$ cat src/rtl/game_flow_ctrl.sv
// ============================================================================
// Module   : game_flow_ctrl
// Brief    : Rhythm-game flow FSM: song menu, play/pause, per-song best scores
// Revision : 1.0 - initial release
// ============================================================================
`default_nettype none

module game_flow_ctrl #(
    parameter int NUM_SONGS    = 3,
    parameter int NUM_LANES    = 2,
    parameter int SCORE_W      = 16,
    parameter int IDLE_TIMEOUT = 1024
) (
    input  logic                 clk,
    input  logic                 rst,
    input  logic                 nav_prev_btn,
    input  logic                 nav_next_btn,
    input  logic                 confirm_btn,
    input  logic                 pause_btn,
    input  logic [NUM_LANES-1:0] lane_btn,
    input  logic                 song_finish,
    input  logic [SCORE_W-1:0]   score,
    output logic [2:0]           state,
    output logic [3:0]           song_sel,
    output logic                 song_start,
    output logic                 play_en,
    output logic [NUM_LANES-1:0] lane_press,
    output logic [SCORE_W-1:0]   best_score,
    output logic                 new_best
);

    localparam logic [2:0] ST_START  = 3'd0;
    localparam logic [2:0] ST_MENU   = 3'd1;
    localparam logic [2:0] ST_PLAY   = 3'd2;
    localparam logic [2:0] ST_PAUSE  = 3'd3;
    localparam logic [2:0] ST_FINISH = 3'd4;

    localparam int               CNT_W    = $clog2(IDLE_TIMEOUT);
    localparam logic [CNT_W-1:0] CNT_LAST = CNT_W'(IDLE_TIMEOUT - 1);
    localparam logic [3:0]       SEL_MAX  = 4'(NUM_SONGS);

    logic [2:0]           state_q, state_d;
    logic [3:0]           sel_q, sel_d;
    logic                 start_q, start_d;
    logic                 new_best_q, new_best_d;
    logic [CNT_W-1:0]     cnt_q, cnt_d;
    logic [3:0]           btn_q, btn_d;
    logic [NUM_LANES-1:0] lane_q, lane_d;
    logic                 armed_q;
    logic [SCORE_W-1:0]   best_q [NUM_SONGS];
    logic [SCORE_W-1:0]   best_d [NUM_SONGS];

    logic [3:0]           btn_press;
    logic [NUM_LANES-1:0] lane_rise;
    logic                 prev_p, next_p, conf_p, pause_p;
    logic [SCORE_W-1:0]   cur_best;
    logic                 run_end;

    // armed_q masks the first cycle after reset so a button held through release is not a press
    always_comb begin
        btn_d     = {pause_btn, confirm_btn, nav_next_btn, nav_prev_btn};
        lane_d    = lane_btn;
        btn_press = btn_d & ~btn_q & {4{armed_q}};
        lane_rise = lane_btn & ~lane_q & {NUM_LANES{armed_q}};
        prev_p    = btn_press[0];
        next_p    = btn_press[1];
        conf_p    = btn_press[2];
        pause_p   = btn_press[3];
    end

    always_comb begin
        cur_best = '0;
        for (int i = 0; i < NUM_SONGS; i++) begin
            if (sel_q == 4'(i + 1)) cur_best = best_q[i];
        end
    end

    assign run_end = (state_q == ST_PLAY) && song_finish;

    // State register
    always_ff @(posedge clk or negedge rst) begin
        if (!rst) begin
            state_q <= ST_START;
        end else begin
            state_q <= state_d;
        end
    end

    // Next-state logic
    always_comb begin
        state_d = state_q;
        case (state_q)
            ST_START:  if (prev_p || next_p || conf_p) state_d = ST_MENU;
            ST_MENU:   if (conf_p && (sel_q != 4'd0)) state_d = ST_PLAY;
            ST_PLAY: begin
                if (song_finish)  state_d = ST_FINISH;
                else if (pause_p) state_d = ST_PAUSE;
            end
            ST_PAUSE: begin
                if (pause_p || conf_p) state_d = ST_PLAY;
                else if (prev_p)       state_d = ST_MENU;
            end
            ST_FINISH: if (conf_p || (cnt_q == CNT_LAST)) state_d = ST_MENU;
            default:   state_d = ST_START;
        endcase
    end

    // Datapath next values
    always_comb begin
        sel_d = sel_q;
        if ((state_q == ST_MENU) && (next_p != prev_p)) begin
            if (next_p) sel_d = (sel_q == SEL_MAX) ? 4'd1 : sel_q + 4'd1;
            else        sel_d = (sel_q <= 4'd1) ? SEL_MAX : sel_q - 4'd1;
        end

        start_d = (state_q == ST_MENU) && (state_d == ST_PLAY);

        new_best_d = new_best_q;
        if (run_end)                   new_best_d = (score > cur_best);
        else if (state_d != ST_FINISH) new_best_d = 1'b0;

        cnt_d = ((state_q == ST_FINISH) && (state_d == ST_FINISH)) ? cnt_q + CNT_W'(1) : '0;

        for (int i = 0; i < NUM_SONGS; i++) begin
            best_d[i] = best_q[i];
            if (run_end && (score > cur_best) && (sel_q == 4'(i + 1))) best_d[i] = score;
        end
    end

    always_ff @(posedge clk or negedge rst) begin
        if (!rst) begin
            sel_q      <= 4'd0;
            start_q    <= 1'b0;
            new_best_q <= 1'b0;
            cnt_q      <= '0;
            btn_q      <= 4'd0;
            lane_q     <= '0;
            armed_q    <= 1'b0;
            for (int i = 0; i < NUM_SONGS; i++) best_q[i] <= '0;
        end else begin
            sel_q      <= sel_d;
            start_q    <= start_d;
            new_best_q <= new_best_d;
            cnt_q      <= cnt_d;
            btn_q      <= btn_d;
            lane_q     <= lane_d;
            armed_q    <= 1'b1;
            for (int i = 0; i < NUM_SONGS; i++) best_q[i] <= best_d[i];
        end
    end

    // Output logic
    always_comb begin
        state      = state_q;
        song_sel   = sel_q;
        song_start = start_q;
        play_en    = (state_q == ST_PLAY);
        lane_press = play_en ? lane_rise : '0;
        best_score = cur_best;
        new_best   = new_best_q;
    end

endmodule

`default_nettype wire

$ cat config.mk
export PLATFORM = sky130hd
export DESIGN_NAME = game_flow_ctrl
export DESIGN_NICKNAME = d
export VERILOG_FILES = /design/src/rtl/game_flow_ctrl.sv
export SDC_FILE = /design/constraint.sdc
export NUM_CORES = 1
export LEC_CHECK = 0
export BUFFER_PORTS_ARGS = -buffer_cell sky130_fd_sc_hd__buf_4
export CAP_MARGIN = 25
export CORE_MARGIN = 4
export CORE_UTILIZATION = 58
export DETAILED_ROUTE_END_ITERATION = 8
export GPL_ROUTABILITY_DRIVEN = 0
export PLACE_DENSITY = 0.83
export SYNTH_ARGS = -nofsm -noshare
export SYNTH_HDL_FRONTEND = slang
export SYNTH_SLANG_ARGS = --single-unit
$ cat constraint.sdc
create_clock -name clk -period 4.5 [get_ports clk]
set_input_delay 0.225 -clock clk [delete_from_list [all_inputs] [get_ports clk]]
set_output_delay 0.225 -clock clk [all_outputs]
set_load 0.05 [all_outputs]
==> results_dict.tcl, run 1 <==
set metrics [dict create \
    dr.first_iter.drc_count 197 \
    drive_gt1_share_pct 25.55 \
    insertion_delay_ns 0.34 \
    final_nets 455 \
    maxSlewViolCount 0 \
    wire_per_inst_um 16.35 \
    clkSlewWorstSetupHoldPaths_ns 0.08 \
    antenna_found_initial 0 \
    cp_max_fo 16 \
    nFillCells 465 \
    cts-root-buf "clkbuf_8" \
    drc 0 \
    wl_mm 7.980 \
    hold_violations 2 \
    multi_input_area_um2 1974 \
    die_area_um2 8131 \
    die_w_um 90.17 \
    clockBufferDepth 2 \
    cts_buffers 9 \
    r2r_slack_ns 0.50 \
    crit_path_end_kind "register" \
    vias_per_cell 5.814 \
    maxSlewHeadroom_pct 38.84 \
    whs_ns -0.001565 \
    setup.worst_path.start_class "register" \
    status "finished with violations" \
    ys_seq_area_share_pct 47.28 \
    drt-pass1-iter-count 4 \
    rsz0062_at_grt "no" \
    maxCapViolCount 0 \
    vdd_drop_max_uv 325.6 \
    finalSetupViolations 0 \
    die_y_um 90.17 \
    grt_remaining_overflow 0 \
    rows 29 \
    yosysUniqueCellTypes 39 \
    cts.htree.levels 3 \
    area_growth_pct 17.83 \
    clkSinkCount 74 \
    violations "negative hold slack" \
    seqCellArea_um2 1852 \
    critPathRequiredTime_ns 4.73 \
    fin_setup_tns_ns 0 \
    worst_slew_pin_slew_ns 0.9173 \
    io_pins 53 \
    power_density_nw_per_um2 568.9 \
    post-route-period-util_pct 88.88 \
    detailedPlace.worstSlack_ns 0.4964 \
    initial_utilization_pct 60.64 \
    min_period_ns 4.000 \
    synth_edf_count 0 \
    ys_warn_count 0 \
    portBuffers 52 \
    vias 2837 \
    grt_usage_pct 20.90 \
    synthArstFlopShare_pct 100.0 \
    setup_ws_ns 0.5005 \
    grt_pass1_vias 2903 \
    grt_first_pass_wirelength_mm 13.95 \
    postCtsSetupRepairBufs 0 \
    ys.flop_type "dfrtp_1" \
    syn_area_um2 3916 \
    hold_class "input pin to asynchronous set/reset pin" \
    synth_area_per_cell_um2 11.29 \
    ant_nets 0 \
    synth_nets 395 \
    design.core.area_um2 6459 \
    worstSetupPathType "register to register" \
    dp_hpwl_mm 5.506 \
    cts_tree "done" \
    max_freq_mhz 250.0 \
    critical_path_arrival_ns 4.23 \
    syn-instance-count 347 \
    p_leak_nw 2.369 \
    skew_ns 0.005421 \
    grt_max_degree 75 \
    n_antenna_cell 0 \
    synth_seq_cells 74 \
]
[cell type report]
type	instances	share of cell area, %
multi-input cells	255	42.79
inverters	5	0.4067
well taps	77	2.088
clock buffers	10	2.983
repair buffers	62	10.41
clock inverters	5	1.193
flip-flops and latches	74	40.13
[through the flow]
| step | cell area (um2) | utilization (%) | cells | power (mW) | hold WS, ns |
|---|---|---|---|---|---|
| finish | 4614 | 71.45 | 488 | 2.625 | -0.001565 |
| global route | 4614 | 71.45 | 488 | 2.799 | 0.08330 |
| CTS | 4614 | 71.45 | 488 | 2.636 | 0.04605 |
| detailed placement | 4362 | 67.53 | 467 | 2.117 | 0.3442 |
| global placement | 4362 | 67.53 | 467 | 2.083 | 0.3437 |
| floorplan | 3916 | - | 347 | 1.789 | -0.07059 |
[placed cells by master, fill, tap and decap left out, types with 2 or more instances in the layout]
master | Yosys | layout
clkinv_2 | 0 | 2
nand4_4 | 2 | 2
mux2_2 | 13 | 13
o21ai_0 | 15 | 14
buf_4 | 0 | 56
a22oi_1 | 16 | 16
nand3_1 | 7 | 7
nor2b_1 | 3 | 3
xor2_1 | 5 | 5
a21o_1 | 17 | 17
ha_1 | 23 | 23
clkbuf_8 | 0 | 10
nand3b_1 | 5 | 5
and2_1 | 4 | 4
dfrtp_1 | 74 | 74
dlygate4sd3_1 | 0 | 6
mux2_1 | 25 | 25
nand4_1 | 5 | 5
mux2_4 | 10 | 10
nor2_1 | 33 | 33
nand3_4 | 2 | 2
nor2_2 | 2 | 2
and3_1 | 2 | 2
nand2_1 | 17 | 17
nor3_1 | 4 | 4
nor3b_1 | 2 | 2
clkinvlp_4 | 0 | 2
xnor2_1 | 3 | 3
a21oi_1 | 29 | 29
inv_1 | 5 | 5
[synthesized netlist by cell type, types with 3 or more instances]
cell | count | share of area, %
a21o_1 | 17 | 3.3
a21oi_1 | 29 | 3.7
a22oi_1 | 16 | 3.1
and2_1 | 4 | 0.64
buf_6 | 3 | 0.86
clkbuf_1 | 8 | 0.77
dfrtp_1 | 74 | 47
ha_1 | 23 | 7.3
inv_1 | 5 | 0.48
mux2_1 | 25 | 7.2
mux2_2 | 13 | 3.7
mux2_4 | 10 | 3.8
nand2_1 | 17 | 1.6
nand3_1 | 7 | 0.89
nand3b_1 | 5 | 0.96
nand4_1 | 5 | 0.80
nor2_1 | 33 | 3.2
nor2b_1 | 3 | 0.48
nor3_1 | 4 | 0.51
o21ai_0 | 15 | 1.9
xnor2_1 | 3 | 0.67
xor2_1 | 5 | 1.1
[routing by layer]
metal	global-route usage (%)	wire length, um	vias up	share of wire, %
li1	-	-	1378	-
met1	29.02	3679	1399	46
met2	32.48	3899	49	49
met3	4.090	311	11	3.9
met4	8.036	90	0	1.1
met5	0	0	-	0
[cell families after synthesis]
| kind of cell | share of synthesized area (%) |
|---|---|
| buf+inv | 2.300 |
| flops | 47.28 |
| other cells | 0.09575 |
| xor+xnor | 1.789 |
| compound gates | 12.52 |
| fa+ha+maj | 7.348 |
| simple gates | 13.64 |
| mux | 15.02 |
[critical path: stages, from the launching register on]
cell,delay [ns]
dfrtp_1,0.48
inv_1,0.18
ha_1,0.19
and2_1,0.47
a22oi_1,0.18
nor2_1,0.15
a21oi_1,0.06
ha_1,0.32
nand4_2,0.15
or4_4,0.54
a21o_1,0.20
nand4_4,0.15
nand4_4,0.37
mux2_4,0.43
[power breakdown]
group / internal, mW / total [mW] / switching (mW)
Clock: 0.266 / 0.513 / 0.247
Combinational: 0.424 / 1.14 / 0.715
Sequential: 0.837 / 0.973 / 0.136
Total: 1.53 / 2.63 / 1.10
[final timing paths]
| path | depth (start not counted) | startpoint | end |
|---|---|---|---|
| min in group clk | 2 | score[3] | best_q[19] |
| worst min register to register | 1 | cnt_q[0] | cnt_q[0] |
| worst min-delay path | 1 | rst | cnt_q[5] |
| worst max register to register | 13 | song_sel[0] | best_q[42] |
| worst max-delay path | 13 | song_sel[0] | best_q[42] |
| max in group asynchronous | 1 | rst | best_q[5] |
[repair_timing]
action                    in CTS  in global routing
resized for setup              0                  0
hold endpoints to repair       6                  0
hold buffers                   6                  0
[sequential cells by signal, summed over array words and instances (netlist names)]
name and count:
cnt_q 10, song_start 1, state 3, btn_q 4, new_best 1, lane_q 2, armed_q 1, song_sel 4
best_q 48
No activity file was read; power rests on OpenSTA's default activity.
==> run 2: changes to the inputs <==
Settings changed: MAX_ROUTING_LAYER set to met4, PLACE_DENSITY 0.83 to 0.87.
==> results_dict.tcl, run 2 (synthesized netlist as in run 1, its figures left out) <==
set metrics [dict create \
    design.core.area_um2 6459 \
    clockBufferDepth 2 \
    detailedPlace.worstSlack_ns 0.5784 \
    power_switching_mw 1.127 \
    slowest_stage "or4_4" \
    clkSlewWorstSetupHoldPaths_ns 0.08 \
    portBuffers 52 \
    cts.htree.levels 3 \
    wire_per_inst_um 17.31 \
    grt_usage_pct 23.33 \
    drive_gt1_share_pct 25.78 \
    n_antenna_cell 0 \
    timing.rr.end "best_q[42]" \
    power_density_nw_per_um2 584.4 \
    dp_hpwl_mm 5.787 \
    max_freq_mhz 250.2 \
    wl_mm 8.517 \
    min_period_ns 3.997 \
    p_seq_share_pct 35.7 \
    vias 2888 \
    finalPower_mw 2.744 \
    vdd_drop_max_uv 333.0 \
    die_w_um 90.17 \
    crit_buf_inv 2 \
    initial_utilization_pct 60.64 \
    vias_per_cell 5.870 \
    cts_tree "done" \
    maxSlewViolCount 0 \
    layout_commonest_cell "dfrtp_1" \
    cts_buffers 9 \
    clkSinkCount 74 \
    final_nets 458 \
    swShare_pct 41.06 \
    maxCapViolCount 0 \
    maxSlewHeadroom_pct 65.16 \
    setup_ws_ns 0.5029 \
    insertion_delay_ns 0.35 \
    dr.first_iter.drc_count 155 \
    rows 29 \
    skew_ns 0.007978 \
    grt_max_degree 75 \
    ff2ff_path_depth 14 \
    drc 0 \
    r2r-start "song_sel[0]" \
    dpl_cell_area_um2 4369 \
    crit_path_start "song_sel[0]" \
    antenna_found_initial 0 \
    rsz0062_at_grt "no" \
    grt_remaining_overflow 0 \
    regMostFlops "best_q" \
    setup.worst_path.start_class "register" \
    path_depth 14 \
    cp_top_family "simple AND/OR/NAND/NOR gates" \
    worstSetupPathType "register to register" \
    layout_common_cells "dfrtp_1, buf_4, nor2_1" \
    grt_first_pass_wirelength_mm 14.72 \
    r2r_slack_ns 0.50 \
    pwr-share-clk_pct 21.5 \
    hold_class "input pin to register" \
    grt_pass1_vias 3022 \
    cpPeakStageDelay_ns 0.56 \
    finalSetupViolations 0 \
    io_pins 53 \
    internal_power_mw 1.618 \
    postLayoutCoreUtil_pct 72.70 \
    fin_area_um2 4696 \
    critPathRequiredTime_ns 4.74 \
    area_growth_pct 19.90 \
    fin_setup_tns_ns 0 \
    crit_path_end_kind "register" \
    drt-pass1-iter-count 4 \
    postCtsSetupRepairBufs 0 \
    post-route-period-util_pct 88.82 \
    worst_slew_pin_slew_ns 0.5171 \
    cp-endpoint "best_q[42]" \
    cp_max_fo 16 \
    largest_register_ffs 48 \
    die_y_um 90.17 \
    critical_path_arrival_ns 4.23 \
    path_cells "inv_1 -> ha_1 -> and2_1 -> buf_4 -> a22oi_1 -> nor2_1 -> a21oi_1 -> ha_1 -> nand2_1 -> or4_4 -> a21o_1 -> nand4_4 -> nand4_4 -> mux2_4" \
    p_leak_nw 2.413 \
    ant_nets 0 \
    reg.largest.list "best_q x48, cnt_q x10" \
    status "finished, final reports clean" \
    combPwrFrac_pct 42.8 \
    cts-root-buf "clkbuf_8" \
    hold_violations 0 \
    die_area_um2 8131 \
]
-- run 2: how the worst min path moves through the flow --
stage	from	endpoint	slack, ns	depth (start not counted)
global route	score[8]	best_q[8]	0.11	2
detailed placement	pause_btn	btn_q[3]	0.34	1
finish	score[14]	best_q[14]	0.11	2
global placement	pause_btn	btn_q[3]	0.34	1
floorplan	rst	armed_q	-0.07	0
CTS	rst	cnt_q[5]	0.04	1
-- run 2: metrics by stage --
stage / hold WS, ns / instances
finish: 0.1109 / 492
global route: 0.1090 / 492
CTS: 0.03630 / 490
detailed placement: 0.3446 / 468
global placement: 0.3430 / 468
floorplan: -0.07059 / 347
-- run 2: area by class of cell --
| class | instances | area [um2] |
|---|---|---|
| clock buffer | 12 | 155.1 |
| clock inverter | 4 | 73.82 |
| fill | 438 | 1763 |
| inverter | 5 | 18.77 |
| multi-input combinational | 255 | 1974 |
| sequential | 74 | 1852 |
| tap | 77 | 96.34 |
| timing repair buffer | 65 | 525.5 |
-- run 2: repair_timing --
item	in CTS	in global routing
hold endpoints to repair	6	74
hold buffers	6	1
gates resized for setup	0	0
-- run 2: power by group through the flow --
| stage | Combinational, mW | Clock, mW | Sequential (mW) |
|---|---|---|---|
| CTS | 1.17 | 0.595 | 0.974 |
| detailed placement | 1.15 | 0 | 0.985 |
| global route | 1.28 | 0.628 | 1.01 |
| global placement | 1.12 | 0 | 0.973 |
| finish | 1.17 | 0.591 | 0.980 |
| floorplan | 0.746 | 0 | 1.04 |
-- run 2: per-layer routing --
layer	GRT usage (%)	up-vias	routed length, um
met3	4.424	15	320
met1	29.09	1420	3707
met5	-	-	0
li1	-	1383	-
met4	12.63	0	207
met2	36.09	70	4282
==> run 3: changes to the inputs <==
Settings changed: ABC_AREA set to 1, CTS_CLUSTER_DIAMETER set to 60, GPL_TIMING_DRIVEN set to 0.
==> results_dict.tcl, run 3 <==
set metrics [dict create \
    critPathRequiredTime_ns 4.78 \
    final_nets 625 \
    layout_commonest_cell "nand2_1" \
    synth_seq_cells 74 \
    whs_ns -0.01612 \
    synth_edf_count 0 \
    status "finished with violations" \
    placed_cells 656 \
    synth_area_per_cell_um2 8.005 \
    grt_pass1_vias 3878 \
    vdd_drop_max_uv 544.6 \
    p_leak_nw 2.452 \
    worstSetupPathType "register to register" \
    rsz0062_at_grt "no" \
    design.core.area_um2 6794 \
    dp_hpwl_mm 7.399 \
    setup_ws_ns 0.4960 \
    cts.htree.levels 3 \
    clkSlewWorstSetupHoldPaths_ns 0.07 \
    yosysUniqueCellTypes 33 \
    syn-instance-count 508 \
    grt_usage_pct 26.90 \
    layout_common_cells "nand2_1, dfrtp_1, buf_4" \
    cts_resized 0 \
    regMostFlops "best_q" \
    insertion_delay_ns 0.35 \
    wire_per_inst_um 15.47 \
    hold_class "input pin to asynchronous set/reset pin" \
    fin_setup_tns_ns 0 \
    grt_max_degree 75 \
    grt_first_pass_wirelength_mm 17.66 \
    io_pins 53 \
    finalPower_mw 4.193 \
    dr.first_iter.drc_count 335 \
    ys_seq_area_share_pct 45.54 \
    die_area_um2 8414 \
    ys_warn_count 0 \
    ys.flop_type "dfrtp_1" \
    clkSinkCount 74 \
    n_antenna_cell 0 \
    max_freq_mhz 249.8 \
    antenna_found_initial 0 \
    clockBufferDepth 2 \
    synthXorXnorAreaFrac_pct 1.938 \
    reg.largest.list "best_q x48, cnt_q x10" \
    finalSetupViolations 0 \
    synth-simple-area-share_pct 32.74 \
    cp_max_fo 10 \
    detailedPlace.worstSlack_ns 0.7175 \
    area_growth_pct 19.60 \
    die_w_um 91.73 \
    initial_utilization_pct 59.85 \
    drive_gt1_share_pct 17.90 \
    setup.worst_path.start_class "register" \
    synth_top_area_share_pct 45.54 \
    drt-pass1-iter-count 5 \
    grt_remaining_overflow 0 \
    power_density_nw_per_um2 862.2 \
    critical_path_arrival_ns 4.28 \
    cts_buffers 9 \
    syn_area_um2 4066 \
    wl_mm 10.47 \
    synth-compound-area-share_pct 5.785 \
    drc 0 \
    violations "negative hold slack" \
    rows 30 \
    yosys.cell_count.top_type "nand2_1" \
    vias_per_cell 5.710 \
    hold_violations 11 \
    synthArstFlopShare_pct 100.0 \
    synth_top_family_by_area "simple AND/OR/NAND/NOR gates" \
    postCtsSetupRepairBufs 0 \
    synthTopCellsByArea "dfrtp_1, nand2_1, nand4_1" \
    portBuffers 52 \
    largest_register_ffs 48 \
    post-route-period-util_pct 88.98 \
    maxSlewHeadroom_pct 38.68 \
    die_y_um 91.73 \
    cts-root-buf "clkbuf_8" \
    skew_ns 0.008330 \
    worst_slew_pin_slew_ns 0.9198 \
    crit_path_end_kind "register" \
    synth_commonest_cells "nand2_1, dfrtp_1, nand4_1" \
    maxSlewViolCount 0 \
    maxCapViolCount 0 \
    final_cells 677 \
    hold_buffers 6 \
    synth_top_area_cell "dfrtp_1" \
    min_period_ns 4.004 \
    synthMuxAreaShare_pct 0 \
    nFillCells 519 \
    synth_adder_area_share_pct 7.077 \
    synth_nets 556 \
    vias 3866 \
    cts_tree "done" \
    ant_nets 0 \
]
-- run 3: cell types whose count changed in the layout (fill, tap and decap cells not counted), sizes merged, moves of 10 or more --
cell and delta:
a31oi +15, nand2 +139, nor2 +10, nand3 +21, a21o -16, a21oi -17, clkbuf +11, mux2 -48
nand4 +43, inv +36, a22oi -16
-- run 3: final cells by class --
class | count | area [um2] | share of cell area, %
Multi-Input combinational cell | 366 | 1937 | 39.83
Sequential cell | 74 | 1852 | 38.08
Timing Repair Buffer | 58 | 450.4 | 9.262
Inverter | 42 | 157.7 | 3.242
Clock buffer | 11 | 151.4 | 3.113
Buffer | 26 | 120.1 | 2.470
Tap cell | 96 | 120.1 | 2.470
Clock inverter | 4 | 75.07 | 1.544
-- run 3: metal layers --
| layer | part of all wire, % | GRT usage [%] |
|---|---|---|
| met1 | 40 | 32.94 |
| met4 | 2.5 | 12.87 |
| met2 | 49 | 43.70 |
| met3 | 8.7 | 4.266 |
| met5 | 0 | - |
-- run 3: report_power, final --
part | switching (mW) | total, mW | internal, mW
sequential | 0.148 | 1.03 | 0.884
combinational | 1.86 | 2.58 | 0.720
clock | 0.244 | 0.583 | 0.339
total | 2.25 | 4.19 | 1.94
-- run 3: cells by family (layout without fill, tap and decap cells) --
logic type      count (synthesis)  count (layout)
fa+ha+maj                      23              23
other cells                     1               1
flops                          74              74
buf+inv                        68             141
compound gates                 41              41
simple gates                  292             292
xor+xnor                        9               9
-- run 3: worst paths after layout --
path	startpoint	to	slack, ns	cells after the start
worst max-delay path	song_sel[0]	best_q[19]	0.50	19
worst min-delay path	rst	best_q[6]	-0.02	1
worst max register to register	song_sel[0]	best_q[19]	0.50	19
worst min register to register	best_q[22]	best_q[22]	0.48	2
max in group asynchronous	rst	best_q[31]	3.89	1
min in group clk	score[5]	best_q[5]	0.15	3
-- run 3: per-stage QoR --
step	instance area [um2]	util [%]
final	4863	71.58
after global routing	4863	71.58
after CTS	4863	71.58
after detailed placement	4577	67.37
after global placement	4577	67.37
after floorplan	4066	-
-- run 3: critical path, stage by stage, from the launching register on --
cell	delay (ns)
dfrtp_1	0.46
inv_1	0.19
ha_1	0.20
inv_2	0.10
nor3_4	0.27
clkbuf_1	0.48
nand2_1	0.12
a31oi_1	0.39
inv_2	0.05
ha_1	0.29
nand2_1	0.05
nor2_1	0.17
nand2_1	0.11
clkinv_1	0.06
nand2_1	0.06
nand2_2	0.13
buf_2	0.28
buf_2	0.30
nand4_1	0.12
nand2_1	0.10
